`src/rtl/pipe_stage_skid_reg.sv`:
```
// pipe_stage_skid_reg: elastic pipeline register with a 2-entry skid buffer.
//
// Moves a DATA_W-bit payload between two pipeline stages using a valid/ready handshake.
// It keeps the hazard-unit stall and branch flush controls of the fixed IF/ID register it
// replaces. in_ready is driven only by registered state and by stall, so out_ready has no
// combinational path to in_ready. The stage still sustains one transfer per cycle.
//
// Optional feature: define PIPE_STAGE_PERF_EN to add saturating stall/flush counters
// (ports stall_cnt, flush_cnt). With the macro undefined those ports and their logic are absent.
//
// Ports:
//   clk        clock, all state updates on posedge
//   rst        synchronous active-high reset
//   in_valid   upstream payload valid
//   in_ready   stage can accept (= ~skid_valid & ~stall)
//   in_data    upstream payload
//   stall      hazard hold: no enqueue, no dequeue
//   flush      discard held and incoming data, insert bubble
//   out_valid  main entry holds valid payload
//   out_ready  downstream accepts
//   out_data   main entry payload, BUBBLE_VAL when out_valid=0
//   occupancy  entries held (0..2)
//   stall_cnt  stall cycle count (PIPE_STAGE_PERF_EN only)
//   flush_cnt  flush event count (PIPE_STAGE_PERF_EN only)

module pipe_stage_skid_reg #(
    parameter int unsigned       DATA_W     = 64,
    parameter logic [DATA_W-1:0] BUBBLE_VAL = '0,
    parameter int unsigned       CNT_W      = 16
) (
    input  logic              clk,
    input  logic              rst,
    input  logic              in_valid,
    output logic              in_ready,
    input  logic [DATA_W-1:0] in_data,
    input  logic              stall,
    input  logic              flush,
    output logic              out_valid,
    input  logic              out_ready,
    output logic [DATA_W-1:0] out_data,
    output logic [1:0]        occupancy
`ifdef PIPE_STAGE_PERF_EN
    ,
    output logic [CNT_W-1:0]  stall_cnt,
    output logic [CNT_W-1:0]  flush_cnt
`endif
);

    logic              main_valid_q, main_valid_d;
    logic [DATA_W-1:0] main_data_q, main_data_d;
    logic              skid_valid_q, skid_valid_d;
    logic [DATA_W-1:0] skid_data_q, skid_data_d;
    logic              enq, deq;

    assign in_ready  = ~skid_valid_q & ~stall;
    assign out_valid = main_valid_q;
    assign out_data  = main_data_q;
    assign occupancy = {1'b0, main_valid_q} + {1'b0, skid_valid_q};

    assign enq = in_valid & in_ready & ~flush;
    assign deq = main_valid_q & out_ready & ~stall;

    always_comb begin
        main_valid_d = main_valid_q;
        main_data_d  = main_data_q;
        skid_valid_d = skid_valid_q;
        skid_data_d  = skid_data_q;
        if (flush) begin
            main_valid_d = 1'b0;
            main_data_d  = BUBBLE_VAL;
            skid_valid_d = 1'b0;
            skid_data_d  = BUBBLE_VAL;
        end else if (!stall) begin
            if (skid_valid_q) begin
                // Full: the skid entry is older than anything upstream, so it refills main.
                if (deq) begin
                    main_data_d  = skid_data_q;
                    skid_valid_d = 1'b0;
                    skid_data_d  = BUBBLE_VAL;
                end
            end else if (main_valid_q) begin
                if (enq && deq) begin
                    main_data_d = in_data;
                end else if (enq) begin
                    skid_valid_d = 1'b1;
                    skid_data_d  = in_data;
                end else if (deq) begin
                    main_valid_d = 1'b0;
                    main_data_d  = BUBBLE_VAL;
                end
            end else if (enq) begin
                main_valid_d = 1'b1;
                main_data_d  = in_data;
            end
        end
    end

    always_ff @(posedge clk) begin
        if (rst) begin
            main_valid_q <= 1'b0;
            main_data_q  <= BUBBLE_VAL;
            skid_valid_q <= 1'b0;
            skid_data_q  <= BUBBLE_VAL;
        end else begin
            main_valid_q <= main_valid_d;
            main_data_q  <= main_data_d;
            skid_valid_q <= skid_valid_d;
            skid_data_q  <= skid_data_d;
        end
    end

`ifdef PIPE_STAGE_PERF_EN
    localparam logic [CNT_W-1:0] CntOne = {{(CNT_W-1){1'b0}}, 1'b1};

    logic [CNT_W-1:0] stall_cnt_q, flush_cnt_q;

    // Counters saturate at all-ones; only rst clears them (flush does not).
    always_ff @(posedge clk) begin
        if (rst) begin
            stall_cnt_q <= '0;
            flush_cnt_q <= '0;
        end else begin
            if (stall && !flush && (stall_cnt_q != '1)) begin
                stall_cnt_q <= stall_cnt_q + CntOne;
            end
            if (flush && (flush_cnt_q != '1)) begin
                flush_cnt_q <= flush_cnt_q + CntOne;
            end
        end
    end

    assign stall_cnt = stall_cnt_q;
    assign flush_cnt = flush_cnt_q;
`else
    // Keeps CNT_W referenced when the counters are compiled out.
    logic [CNT_W-1:0] unused_cnt_w;
    assign unused_cnt_w = '0;
`endif

endmodule

```
`config.mk`:
```
export PLATFORM = sky130hd
export DESIGN_NAME = pipe_stage_skid_reg
export DESIGN_NICKNAME = d
export VERILOG_FILES = /design/src/rtl/pipe_stage_skid_reg.sv
export SDC_FILE = /design/constraint.sdc
export NUM_CORES = 1
export LEC_CHECK = 0
export CAP_MARGIN = 15
export CORE_UTILIZATION = 45
export CTS_CLUSTER_SIZE = 28
export DETAILED_ROUTE_END_ITERATION = 12
export GPL_TIMING_DRIVEN = 0
export HOLD_SLACK_MARGIN = 0.06
export PLACE_DENSITY_LB_ADDON = 0.05
export SKIP_CTS_REPAIR_TIMING = 1
export SYNTH_ARGS = -nofsm -noshare
export SYNTH_HDL_FRONTEND = slang
export SYNTH_SLANG_ARGS = --single-unit
```
`constraint.sdc`:
```
create_clock -name clk -period 2.4 [get_ports clk]
set_clock_uncertainty 0.1 [all_clocks]
set_input_delay 0.48 -clock clk [delete_from_list [all_inputs] [get_ports clk]]
set_output_delay 0.48 -clock clk [all_outputs]
set_load 0.05 [all_outputs]
```
; After elaboration in Yosys (flattened, before gate mapping)
; Cells that the tools add are included.
[op_classes]
n_addsub = 1
multipliers = 0
n_div = 0
magnitude_cmp = 0
eq_ne = 3
shift = 0
muxes = 18
bitwise = 8
reduce_logical = 9
[op_table]
columns = cell, n
row1 = 2-to-1 mux 64 bit, 10
row2 = AND reduction 5 bit, 2
row3 = 2-to-1 mux 1 bit, 8
row4 = nonzero test 3 bit, 2
row5 = AND 1 bit, 5
row6 = "inequality test 4 x 3 -> 1 bit, second input constant", 1
row7 = nonzero test 2 bit, 2
row8 = inverter 1 bit, 3
row9 = adder 1 x 1 -> 2 bit, 1
row10 = "inequality test 2 x 1 -> 1 bit, second input constant", 1
row11 = "inequality test 2 bit, second input constant", 1
row12 = AND reduction 2 bit, 1
row13 = OR reduction 2 bit, 1
row14 = logical AND 1 bit, 1
[totals]
register_bits = 130
latchBits = 0
mem_bits_rw = 0
rom_bits = 0
in_bits = 70
out_inout_bits = 68
elab_cells = 43
memories = 0

; Depth between registers and ports, before layout
; Gate-level depths: netlist of the first run.
[depth]
depth_word = 8
ltp_mapped = 10
mapped_depth_nobuf = 6

; Worst setup path before layout of the first run
; OpenSTA, ideal clock, no wires.
[synth_path]
kind = register to register
from = register main_valid_q (netlist: out_valid)
to = register main_data_q[36] (netlist: out_data[36])
setup_time_ns = 0.146
arrival_time_ns = 2.065
t_required_ns = 2.154
slack_ns = 0.089
path_stages_with_launch = 9
path_buffers = 2
synth_period_minus_slack_ns = 2.311
cell_sequence = dfxtp_1 > inv_1 > ha_1 > or2_2 > a21oi_2 > or2_2 > buf_2 > buf_4 > a211oi_2
[synth_via]
elab_chain_len = 6
word_cells_on_any_way = 11
classes_between = eq/ne (2) / mux (3) / bitwise (2) / reduce/logical (4)
[synth_lines]
columns = element, line
row1 = from (decl), 49  ; logic main_valid_q, main_valid_d;
row2 = from (signal assigned), 105  ; main_valid_q <= main_valid_d;
row3 = branches (longest 6 deep; another with AND reduction 5 bit), -
row4 = to (signal assigned), 106  ; main_data_q <= main_data_d;
row5 = to (decl), 50  ; logic [DATA_W-1:0] main_data_q, main_data_d;
; Several ways; the timed one is not identified.
; A chain may end at the register's enable or synchronous reset.

; Worst setup path after layout of the first run
[layout_path]
from = input out_ready
to = register main_data_q[49] (netlist: out_data[49])
[layout_via]
elab_chain_len = 6
word_cells_on_any_way = 10
classes_between = eq/ne (2) / mux (3) / bitwise (2) / reduce/logical (3)
[layout_lines]
columns = element, line
row1 = from (decl), 39  ; input logic out_ready,
row2 = AND 1 bit (*) (2 in series), 61  ; assign deq = main_valid_q & out_ready & ~stall;
row3 = branches (longest 4 deep; another with AND reduction 5 bit), -
; Mark *: on every way between the ends.

==> results of run 1 <==
==> routing by layer <==
metal	routed length, um	track usage [%]
met1	7491	32.55
met2	8724	46.55
met3	943	6.326
met4	370	11.26
met5	0	0
==> power groups by stage <==
stage / Clock, W / Combinational [W] / Sequential (W)
final: 0.00242 / 0.000571 / 0.00220
after global routing: 0.00254 / 0.000607 / 0.00220
after CTS: 0.00245 / 0.000559 / 0.00220
after detailed placement: 0 / 0.000556 / 0.00225
after global placement: 0 / 0.000549 / 0.00225
after floorplan: 0 / 0.000217 / 0.00233
==> flip-flops by register name, summed over array words and instances (netlist names) <==
register / count
out_data: 64
skid_data_q: 64
out_valid: 1
skid_valid_q: 1
==> final timing paths <==
check        cells after the start  slack (ns)                           end                         start
max                              7        0.02     out_data[49]$_SDFFE_PP0P_                     out_ready
min                              2        0.38  skid_data_q[14]$_SDFFE_PP0P_  skid_data_q[14]$_SDFFE_PP0P_
max reg2reg                      7        0.13  skid_data_q[47]$_SDFFE_PP0P_     skid_valid_q$_SDFFE_PP0N_
min reg2reg                      2        0.38  skid_data_q[14]$_SDFFE_PP0P_  skid_data_q[14]$_SDFFE_PP0P_
==> layout make-up <==
| class | count | area [um2] | share of cell area (%) |
|---|---|---|---|
| Multi-Input combinational cell | 408 | 2710 | 33.82 |
| Sequential cell | 130 | 2603 | 32.48 |
| Timing Repair Buffer | 144 | 1439 | 17.96 |
| Clock buffer | 27 | 543.0 | 6.777 |
| Buffer | 81 | 470.5 | 5.871 |
| Tap cell | 168 | 210.2 | 2.623 |
| Clock inverter | 4 | 20.02 | 0.2498 |
| Inverter | 3 | 15.01 | 0.1874 |
| Antenna cell | 1 | 2.502 | 0.03123 |
==> cells in the final DEF (no fill, tap or decap), types with 17 or more instances in the layout <==
cell                              instances
sky130_fd_sc_hd__nand4_1                 64
sky130_fd_sc_hd__nor3_1                  64
sky130_fd_sc_hd__a21oi_1                 66
sky130_fd_sc_hd__a22oi_1                 64
sky130_fd_sc_hd__a211oi_2                38
sky130_fd_sc_hd__clkbuf_16               17
sky130_fd_sc_hd__clkdlybuf4s50_1        131
sky130_fd_sc_hd__o21ai_0                 63
sky130_fd_sc_hd__dfxtp_1                130
sky130_fd_sc_hd__buf_4                   17
sky130_fd_sc_hd__a211oi_1                26
sky130_fd_sc_hd__clkbuf_1                32
==> stage by stage <==
| stage | std cells | worst slack (ns) | util (%) | instance area (um2) | total power, W |
|---|---|---|---|---|---|
| after floorplan | 624 | 0.08875 | - | 5738 | 0.002551 |
| after global placement | 929 | -0.5108 | 59.94 | 7320 | 0.002796 |
| after detailed placement | 929 | -0.5412 | 59.94 | 7320 | 0.002804 |
| after CTS | 960 | -0.7144 | 64.55 | 7883 | 0.005212 |
| after global routing | 966 | -0.04777 | 65.61 | 8013 | 0.005346 |
| final | 966 | 0.02204 | 65.61 | 8013 | 0.005195 |
==> cells by family (layout without fill, tap and decap cells) <==
logic type / Yosys count / after routing
other: 0 / 1
DFF: 130 / 130
and+or+nand+nor: 142 / 142
adders and majority gates: 3 / 3
AOI/OAI and AO/OA: 263 / 263
buffers and inverters: 86 / 259
==> worst max-delay path, delay by kind of cell <==
family	cells	cell delay, ns
AOI/OAI and AO/OA	3	0.72
buffers and inverters	3	0.97
and+or+nand+nor	1	0.45
==> out/qor_table.md, run 1 <==
| Step | Item | This run |
|:---|:---|:---|
| run status | Run status | completed |
| grt | Largest net degree at the start of global routing | 17 |
| sta | Shortest clock period the worst path allows after layout | 2.378 ns |
| synthesis | Arithmetic-cell share of the synthesized area counting full adders, half adders and majority gates | 0.6542% |
| die | Row Count | 40 |
| pwr | Switching power summed over all nets | 0.001240 W |
| grt | Number of global-route vias before repair | 5,618 |
| setup path | Critical Path, Cell by Cell | clkdlybuf4s50_1, or3b_1, o32ai_4, buf_4, buf_6, a22oi_1, a211oi_2 |
| clock network | Library cell used as clock root buffer | sky130_fd_sc_hd__clkbuf_16 |
| place | Number of port buffers | 137 |
| route | Number of vias after detailed routing | 5,753 |
| die | Die width | 114.9 um |
| synthesis | Number of warnings reported in the yosys synthesis log | 0 |
| sta | RSZ-0062 raised after global routing | true |
| sta | Final Hold Slack | 0.3754 ns |
| clock network | Clock Sinks | 130 |
| sta | Least-Margin Pin Slew | 0.6436 ns |
| pwr | Sequential fraction of design power | 42.4% |
| job | Count of max-cap constraint violations | 0 |
| sta | Worst max-slew margin expressed relative to the limit | 57.09% |
| pwr | Worst voltage drop across the vdd grid | 405.5 uV |
| synthesis | Ranking of synthesized cells by area | sky130_fd_sc_hd__dfxtp_1, sky130_fd_sc_hd__a22oi_1, sky130_fd_sc_hd__a211oi_2, sky130_fd_sc_hd__nand4_1, sky130_fd_sc_hd__a21oi_1 |
| setup path | Startpoint Class | input pin |
| sta | Maximum clock frequency | 0.4205 GHz |
| grt | First-pass GRT wire length | 27,900 um |
| route | Number of design-rule violations left by the first detailed-router iteration | 436 |
| synthesis | Gate count after technology mapping | 624 |
| setup path | CP Data Arrival Time | 2.61 ns |
| synthesis | Flip-flop and latch count after synthesis | 130 |
| synthesis | Commonest cells in the netlist | sky130_fd_sc_hd__dfxtp_1, sky130_fd_sc_hd__a21oi_1, sky130_fd_sc_hd__o21ai_0 |
| synthesis | Largest family of logic cells by synthesized area | compound AO/OA/AOI/OAI gates |
| sta | Fin Setup TNS | 0 ns |
| pwr | Power Density | 648.3 nW/um2 |
| die | Die height | 114.9 um |
| sta | Number of setup violations in the final report | 0 |
| synthesis | Fraction of post-synthesis cell area in the top cell type by area | 45.36% |
| place | Post-detailed-placement half-perimeter wirelength | 11,910 um |
| clock network | Number of buffers added by the clock tree synthesis step | 17 |
| synthesis | Cell type with the largest total area after synthesis | sky130_fd_sc_hd__dfxtp_1 |
| synthesis | Fraction of synthesized cell area in xor and xnor cells | 0% |
| sta | Slew Viols, Final | 0 |
| route | Wire length after detailed routing | 17,530 um |
| synthesis | Synthesized-area fraction occupied by ao, oa, aoi and oai cells | 32.45% |
| clock network | Count of H-tree levels built during CTS | 4 |
| synthesis | Post-Syn Nets | 697 |
| clock network | Clock latency on the worst-skew pair | 0.41 ns |
| route | Routed wirelength normalized by instance count | 18.15 um |
| synthesis | Synth cell types | 26 |
| synthesis | Synthesized area per cell | 9.196 um2 |
| place | Placer congestion estimate | 0.7794 |
| cells and area | Proportion of layout cells with a drive suffix above 1 | 16.81% |
| route | Count of TritonRoute iterations in the first routing pass | 5 |
| pwr | Net Sw Frac | 23.88% |
| cells and area | Growth of design area from synthesis to finish | 39.64% |
| route | ANT nets after route | 0 |
| synthesis | Multiplexer area fraction after synthesis | 0% |
| setup path | Data required time at the worst endpoint | 2.63 ns |
| synthesis | Share of synthesized flip-flops with an asynchronous set or reset | 0% |
| die | Placeable core region | 12,210 um2 |
| cells and area | Post-layout nets | 858 |
| synthesis | Number of enable-type register cells in the synthesized netlist | 0 |
| synthesis | Sequential share of the synthesized area | 45.36% |
| setup path | Slowest Stage Delay on Critical Path | 0.62 ns |
| clock network | Clock transition at the register clock pins on the worst setup and hold paths after CTS | 0.05 ns |
| pwr | Comb power frac | 11.0% |
| clock network | Number of buffers on the longest clock path | 2 |
| worst hold path | Hold crit path type | flip-flop to flip-flop |
| die | I/O Pins | 138 |
| synthesis | Area fraction in and, or, nand and nor cells after synthesis | 13.93% |
| synthesis | Top-count cell post-synth | sky130_fd_sc_hd__dfxtp_1 |
| clock network | Clock tree from TritonCTS | yes |
| setup path | Critical-path maximum fanout | 10 |
| pwr | Portion of total power attributed to the clock network | 46.6% |
| route | DRC | 0 |
| pwr | Static Leak | 2.746 nW |
| synthesis | Prevailing post-synth register cell | sky130_fd_sc_hd__dfxtp_1 |
| setup path | Cell with the largest stage delay on the worst path | sky130_fd_sc_hd__clkdlybuf4s50_1 |
| die | Total die area | 13,210 um2 |
| setup path | Endpoint kind of the worst setup timing path | flip-flop |
| pwr | Total internal power | 0.003954 W |
| die | Initial Utilization | 46.99% |
| route | Via/cell ratio | 5.955 |
| synthesis | Mapped cell area | 5738 um2 |
| cells and area | Filler cells | 1,103 |
| grt | Antenna violations before repair | 1 |
| grt | Remaining global-route overflow | 0 |
| sta | Period Utilization, post-route | 99.08% |
| sta | Total count of hold-check failures in the final report | 0 |
| setup path | Type of the worst setup path | input pin to flip-flop |
| grt | Total routing resource utilization after global routing | 27.10% |
Power figures use the tool's default switching activity.
==> inputs of run 2 (changes only) <==
--- a/config.mk
+++ b/config.mk
@@ -5,6 +5,7 @@
 export SDC_FILE = /design/constraint.sdc
 export NUM_CORES = 1
 export LEC_CHECK = 0
+export ABC_AREA = 1
 export CAP_MARGIN = 15
 export CORE_UTILIZATION = 45
 export CTS_CLUSTER_SIZE = 28
@@ -12,7 +13,6 @@
 export GPL_TIMING_DRIVEN = 0
 export HOLD_SLACK_MARGIN = 0.06
 export PLACE_DENSITY_LB_ADDON = 0.05
-export SKIP_CTS_REPAIR_TIMING = 1
 export SYNTH_ARGS = -nofsm -noshare
 export SYNTH_HDL_FRONTEND = slang
 export SYNTH_SLANG_ARGS = --single-unit
==> constraint.sdc (replaced) <==
create_clock -name clk -period 1.94 [get_ports clk]
set_clock_uncertainty 0.1 [all_clocks]
set_input_delay 0.388 -clock clk [delete_from_list [all_inputs] [get_ports clk]]
set_output_delay 0.388 -clock clk [all_outputs]
set_load 0.05 [all_outputs]
==> run 2 against run 1 <==
The flow now finishes with violations (setup timing). Combinational power grew 26%. Cell count grew 55%. Sequential power grew 24%. Count of clock-buffer cells in the layout shrank 3. Die area grew 16%. Synthesized cell count grew 83%. Synthesized area grew 16%. Clock power grew 22%. Wire length shrank 0.88%. Register-to-register slack lost 0.04 ns. Largest power group unchanged. Highest routed layer unchanged.
==> out/qor_table.md, run 2 <==
| Step | Item | This run | vs previous |
|:---|:---|:---|:---|
| place | Post-detailed-placement half-perimeter wirelength | 12,030 um | +1.0% |
| grt | Antenna violations before repair | 0 | -1 |
| synthesis | Post-Syn Nets | 1,213 | +74% |
| cells and area | Growth of design area from synthesis to finish | 32.64% |  |
| setup path | Reg-to-reg critical path startpoint | skid_valid_q$_SDFFE_PP0N_ |  |
| die | Die width | 123.6 um | +7.5% |
| pwr | Static Leak | 4.907 nW | +79% |
| setup path | Startpoint Class | flip-flop |  |
| clock network | Clock Sinks | 130 | unchanged |
| sta | RSZ-0062 raised after global routing | true |  |
| place | Cell area after placement | 8252 um2 | +13% |
| clock network | CTS hold repair buffers | 0 |  |
| pwr | Worst voltage drop across the vdd grid | 598.3 uV | +48% |
| clock network | Clock tree from TritonCTS | yes |  |
| worst hold path | Hold Path Stages | 4 | +2 |
| cells and area | Post-layout nets | 1,375 | +60% |
| cells and area | Proportion of layout cells with a drive suffix above 1 | 7.007% | -9.8 points |
| die | I/O Pins | 138 | unchanged |
| setup path | Critical-path maximum fanout | 4 | -6 |
| sta | Total count of hold-check failures in the final report | 0 | unchanged |
| clock network | Clock latency on the worst-skew pair | 0.42 ns | about the same |
| sta | Slew Viols, Final | 0 | unchanged |
| cells and area | Filler cells | 1,533 | +39% |
| synthesis | Gate count after technology mapping | 1,140 | +83% |
| setup path | Worst r2r path cells | 10 | +3 |
| grt | Largest net degree at the start of global routing | 17 | unchanged |
| route | Number of design-rule violations left by the first detailed-router iteration | 404 | -7.3% |
| sta | Worst Slack Setup Final | -0.04107 ns | -0.06311 ns |
| setup path | Endpoint of the worst setup timing path | occupancy[0] |  |
| grt | Remaining global-route overflow | 0 | unchanged |
| sta | Period Utilization, post-route | 102.1% |  |
| synthesis | Flip-flop and latch count after synthesis | 130 | unchanged |
| clock network | Clock transition at the register clock pins on the worst setup and hold paths after CTS | 0.05 ns | about the same |
| job | Count of max-cap constraint violations | 0 | unchanged |
| cells and area | Most frequent standard cell in the layout excluding fill and tap cells | sky130_fd_sc_hd__nand2_1 |  |
| die | Row Count | 44 | +10% |
| place | Number of port buffers | 137 | unchanged |
| setup path | Endpoint kind of the worst setup timing path | output port |  |
| cells and area | Area of all placed cells without fillers | 8821 um2 | +10% |
| setup path | Worst r2r dst | out_data[34]$_SDFFE_PP0P_ |  |
| synthesis | Fraction of post-synthesis cell area in the top cell type by area | 39.13% | -6.2 points |
| synthesis | Synthesized area per cell | 5.833 um2 | -37% |
| die | Die height | 123.6 um | +7.5% |
| grt | Number of global-route vias before repair | 5,721 | +1.8% |
| cells and area | Number of standard cells in the final layout excluding fillers | 1,497 | +55% |
| run status | Run status | finished, violations left |  |
| route | Routed wirelength normalized by instance count | 11.61 um | -36% |
| route | Number of vias after detailed routing | 6,633 | +15% |
| worst hold path | Hold crit path type | input pin to flip-flop |  |
| synthesis | Share of synthesized flip-flops with an asynchronous set or reset | 0% | unchanged |
| route | ANT nets after route | 0 | unchanged |
| place | Number of cells after detailed placement | 1,461 | +57% |
| setup path | Type of the worst setup path | flip-flop to output port |  |
| die | Placeable core region | 14,480 um2 | +19% |
| die | Total die area | 15,270 um2 | +16% |
| setup path | Data required time at the worst endpoint | 1.45 ns | -1.18 ns |
| sta | Shortest clock period the worst path allows after layout | 1.981 ns |  |
| place | Placer congestion estimate | 0.7943 | +1.9% |
| route | Wire length after detailed routing | 17,380 um | -0.88% |
| run status | Violated checks | setup timing |  |
| sta | Worst max-slew margin expressed relative to the limit | 64.30% | +7.2 points |
| cells and area | Number of antenna repair diodes | 0 | -1 |
| clock network | Library cell used as clock root buffer | sky130_fd_sc_hd__clkbuf_16 |  |
| cells and area | Commonest non-fill, non-tap cells in the layout | sky130_fd_sc_hd__nand2_1, sky130_fd_sc_hd__nor2_1, sky130_fd_sc_hd__inv_1 |  |
| pwr | Power Density | 723.9 nW/um2 | +12% |
| synthesis | Top-count cell post-synth | sky130_fd_sc_hd__nand2_1 |  |
| grt | First-pass GRT wire length | 27,660 um | -0.84% |
| die | Initial Utilization | 45.93% | -1.1 points |
| sta | Number of setup violations in the final report | 1 | +1 |
| sta | Fin Setup TNS | -0.04107 ns | -0.04107 ns |
| route | Count of TritonRoute iterations in the first routing pass | 5 | unchanged |
| clock network | Count of H-tree levels built during CTS | 4 | unchanged |
| synthesis | Number of warnings reported in the yosys synthesis log | 0 | unchanged |
| setup path | Launch point of the critical path | skid_valid_q$_SDFFE_PP0N_ |  |
| synthesis | Sequential share of the synthesized area | 39.13% | -6.2 points |
| synthesis | Number of enable-type register cells in the synthesized netlist | 0 | unchanged |
| cells and area | FF/Latch Area | 2605 um2 | about the same |
| cells and area | Footprint of the multi-input gates | 3122 um2 | +15% |
| sta | Least-Margin Pin Slew | 0.5376 ns | -0.1060 ns |
| synthesis | Prevailing post-synth register cell | sky130_fd_sc_hd__dfxtp_1 |  |
| synthesis | Ranking of synthesized cells by area | sky130_fd_sc_hd__dfxtp_1, sky130_fd_sc_hd__nand2_1, sky130_fd_sc_hd__nor2_1, sky130_fd_sc_hd__inv_1, sky130_fd_sc_hd__nand3_1 |  |
| pwr | Final Power | 0.006385 W | +23% |
| synthesis | Mapped cell area | 6650 um2 | +16% |
| clock network | Number of buffers added by the clock tree synthesis step | 17 | unchanged |
| clock network | Number of buffers on the longest clock path | 2 | unchanged |
| synthesis | Synth cell types | 21 | -19% |
| grt | Total routing resource utilization after global routing | 23.63% | -3.5 points |
| sta | Final Hold Slack | 0.2924 ns | -0.08300 ns |
| synthesis | Cell type with the largest total area after synthesis | sky130_fd_sc_hd__dfxtp_1 |  |
| setup path | CP Data Arrival Time | 1.49 ns | -1.12 ns |
| route | Via/cell ratio | 4.431 | -26% |
| sta | Maximum clock frequency | 0.5048 GHz |  |
| route | DRC | 0 | unchanged |
| synthesis | Commonest cells in the netlist | sky130_fd_sc_hd__nand2_1, sky130_fd_sc_hd__nor2_1, sky130_fd_sc_hd__inv_1 |  |
| setup path | R2R Setup Slk | 0.09 ns | -0.04 ns |
[run 2: changes by cell type in the layout (fill, tap and decap cells not counted), sizes merged, moves of 65 or more]
cell / change
inv: +152
a21oi: -65
nand2: +452
nor2: +277
[run 2: area by class of cell]
class | count | area share, %
Tap cell | 184 | 2.610
Clock inverter | 6 | 0.6525
Timing Repair Buffer | 143 | 15.12
Buffer | 64 | 4.553
Clock buffer | 24 | 5.348
Inverter | 156 | 6.794
Sequential cell | 130 | 29.53
Multi-Input combinational cell | 790 | 35.39
[run 2: what timing repair did]
item / CTS / global route
pin swaps: 1 / 0
endpoints found under the setup margin: 138 / 110
gates resized for setup: 95 / 16
setup buffers: 1 / 5
[run 2: metal layers]
layer	GRT usage [%]	up-vias	part of all wire (%)
li1	-	3621	-
met5	0	-	0
met2	36.00	139	44
met3	4.520	23	4.4
met4	9.262	0	1.7
met1	32.74	2850	50
[run 2: cells by family after synthesis]
family	Yosys count	share of synthesized area (%)
compound gates	4	0.3009
buf+inv	220	14.37
simple gates	783	45.63
flops	130	39.13
fa+ha+maj	3	0.5645
[run 2: stage by stage]
stage	utilization [%]	setup WS, ns
detailed placement	56.99	-0.5065
global route	60.92	-0.06809
finish	60.92	-0.04107
global placement	56.99	-0.5658
floorplan	-	0.02494
CTS	60.51	-0.06809
[run 2: worst min path at each step]
stage | startpoint | endpoint | slack (ns)
2_1_floorplan | skid_data_q[10]$_SDFFE_PP0P_ | skid_data_q[10]$_SDFFE_PP0P_ | 0.34
3_3_place_gp | skid_data_q[43]$_SDFFE_PP0P_ | skid_data_q[43]$_SDFFE_PP0P_ | 0.35
3_5_place_dp | skid_data_q[22]$_SDFFE_PP0P_ | skid_data_q[22]$_SDFFE_PP0P_ | 0.36
4_1_cts | skid_data_q[44]$_SDFFE_PP0P_ | skid_data_q[44]$_SDFFE_PP0P_ | 0.37
5_1_grt | stall | out_valid$_SDFFE_PP0N_ | 0.34
6_report | stall | out_valid$_SDFFE_PP0N_ | 0.29
[run 2: worst max-delay path, stage by stage (launching register included)]
cell and delay, ns:
sky130_fd_sc_hd__dfxtp_2 0.34, sky130_fd_sc_hd__buf_8 0.14, sky130_fd_sc_hd__clkinv_8 0.06, sky130_fd_sc_hd__buf_12 0.12, sky130_fd_sc_hd__ha_4 0.26, sky130_fd_sc_hd__buf_8 0.14
[run 2: report_power, final]
group	internal [W]	switching, W	leakage, nW
combinational	0.000286	0.000431	3.60
sequential	0.00270	0.0000153	1.05
clock	0.00180	0.00115	0.260
total	0.00479	0.00159	4.91
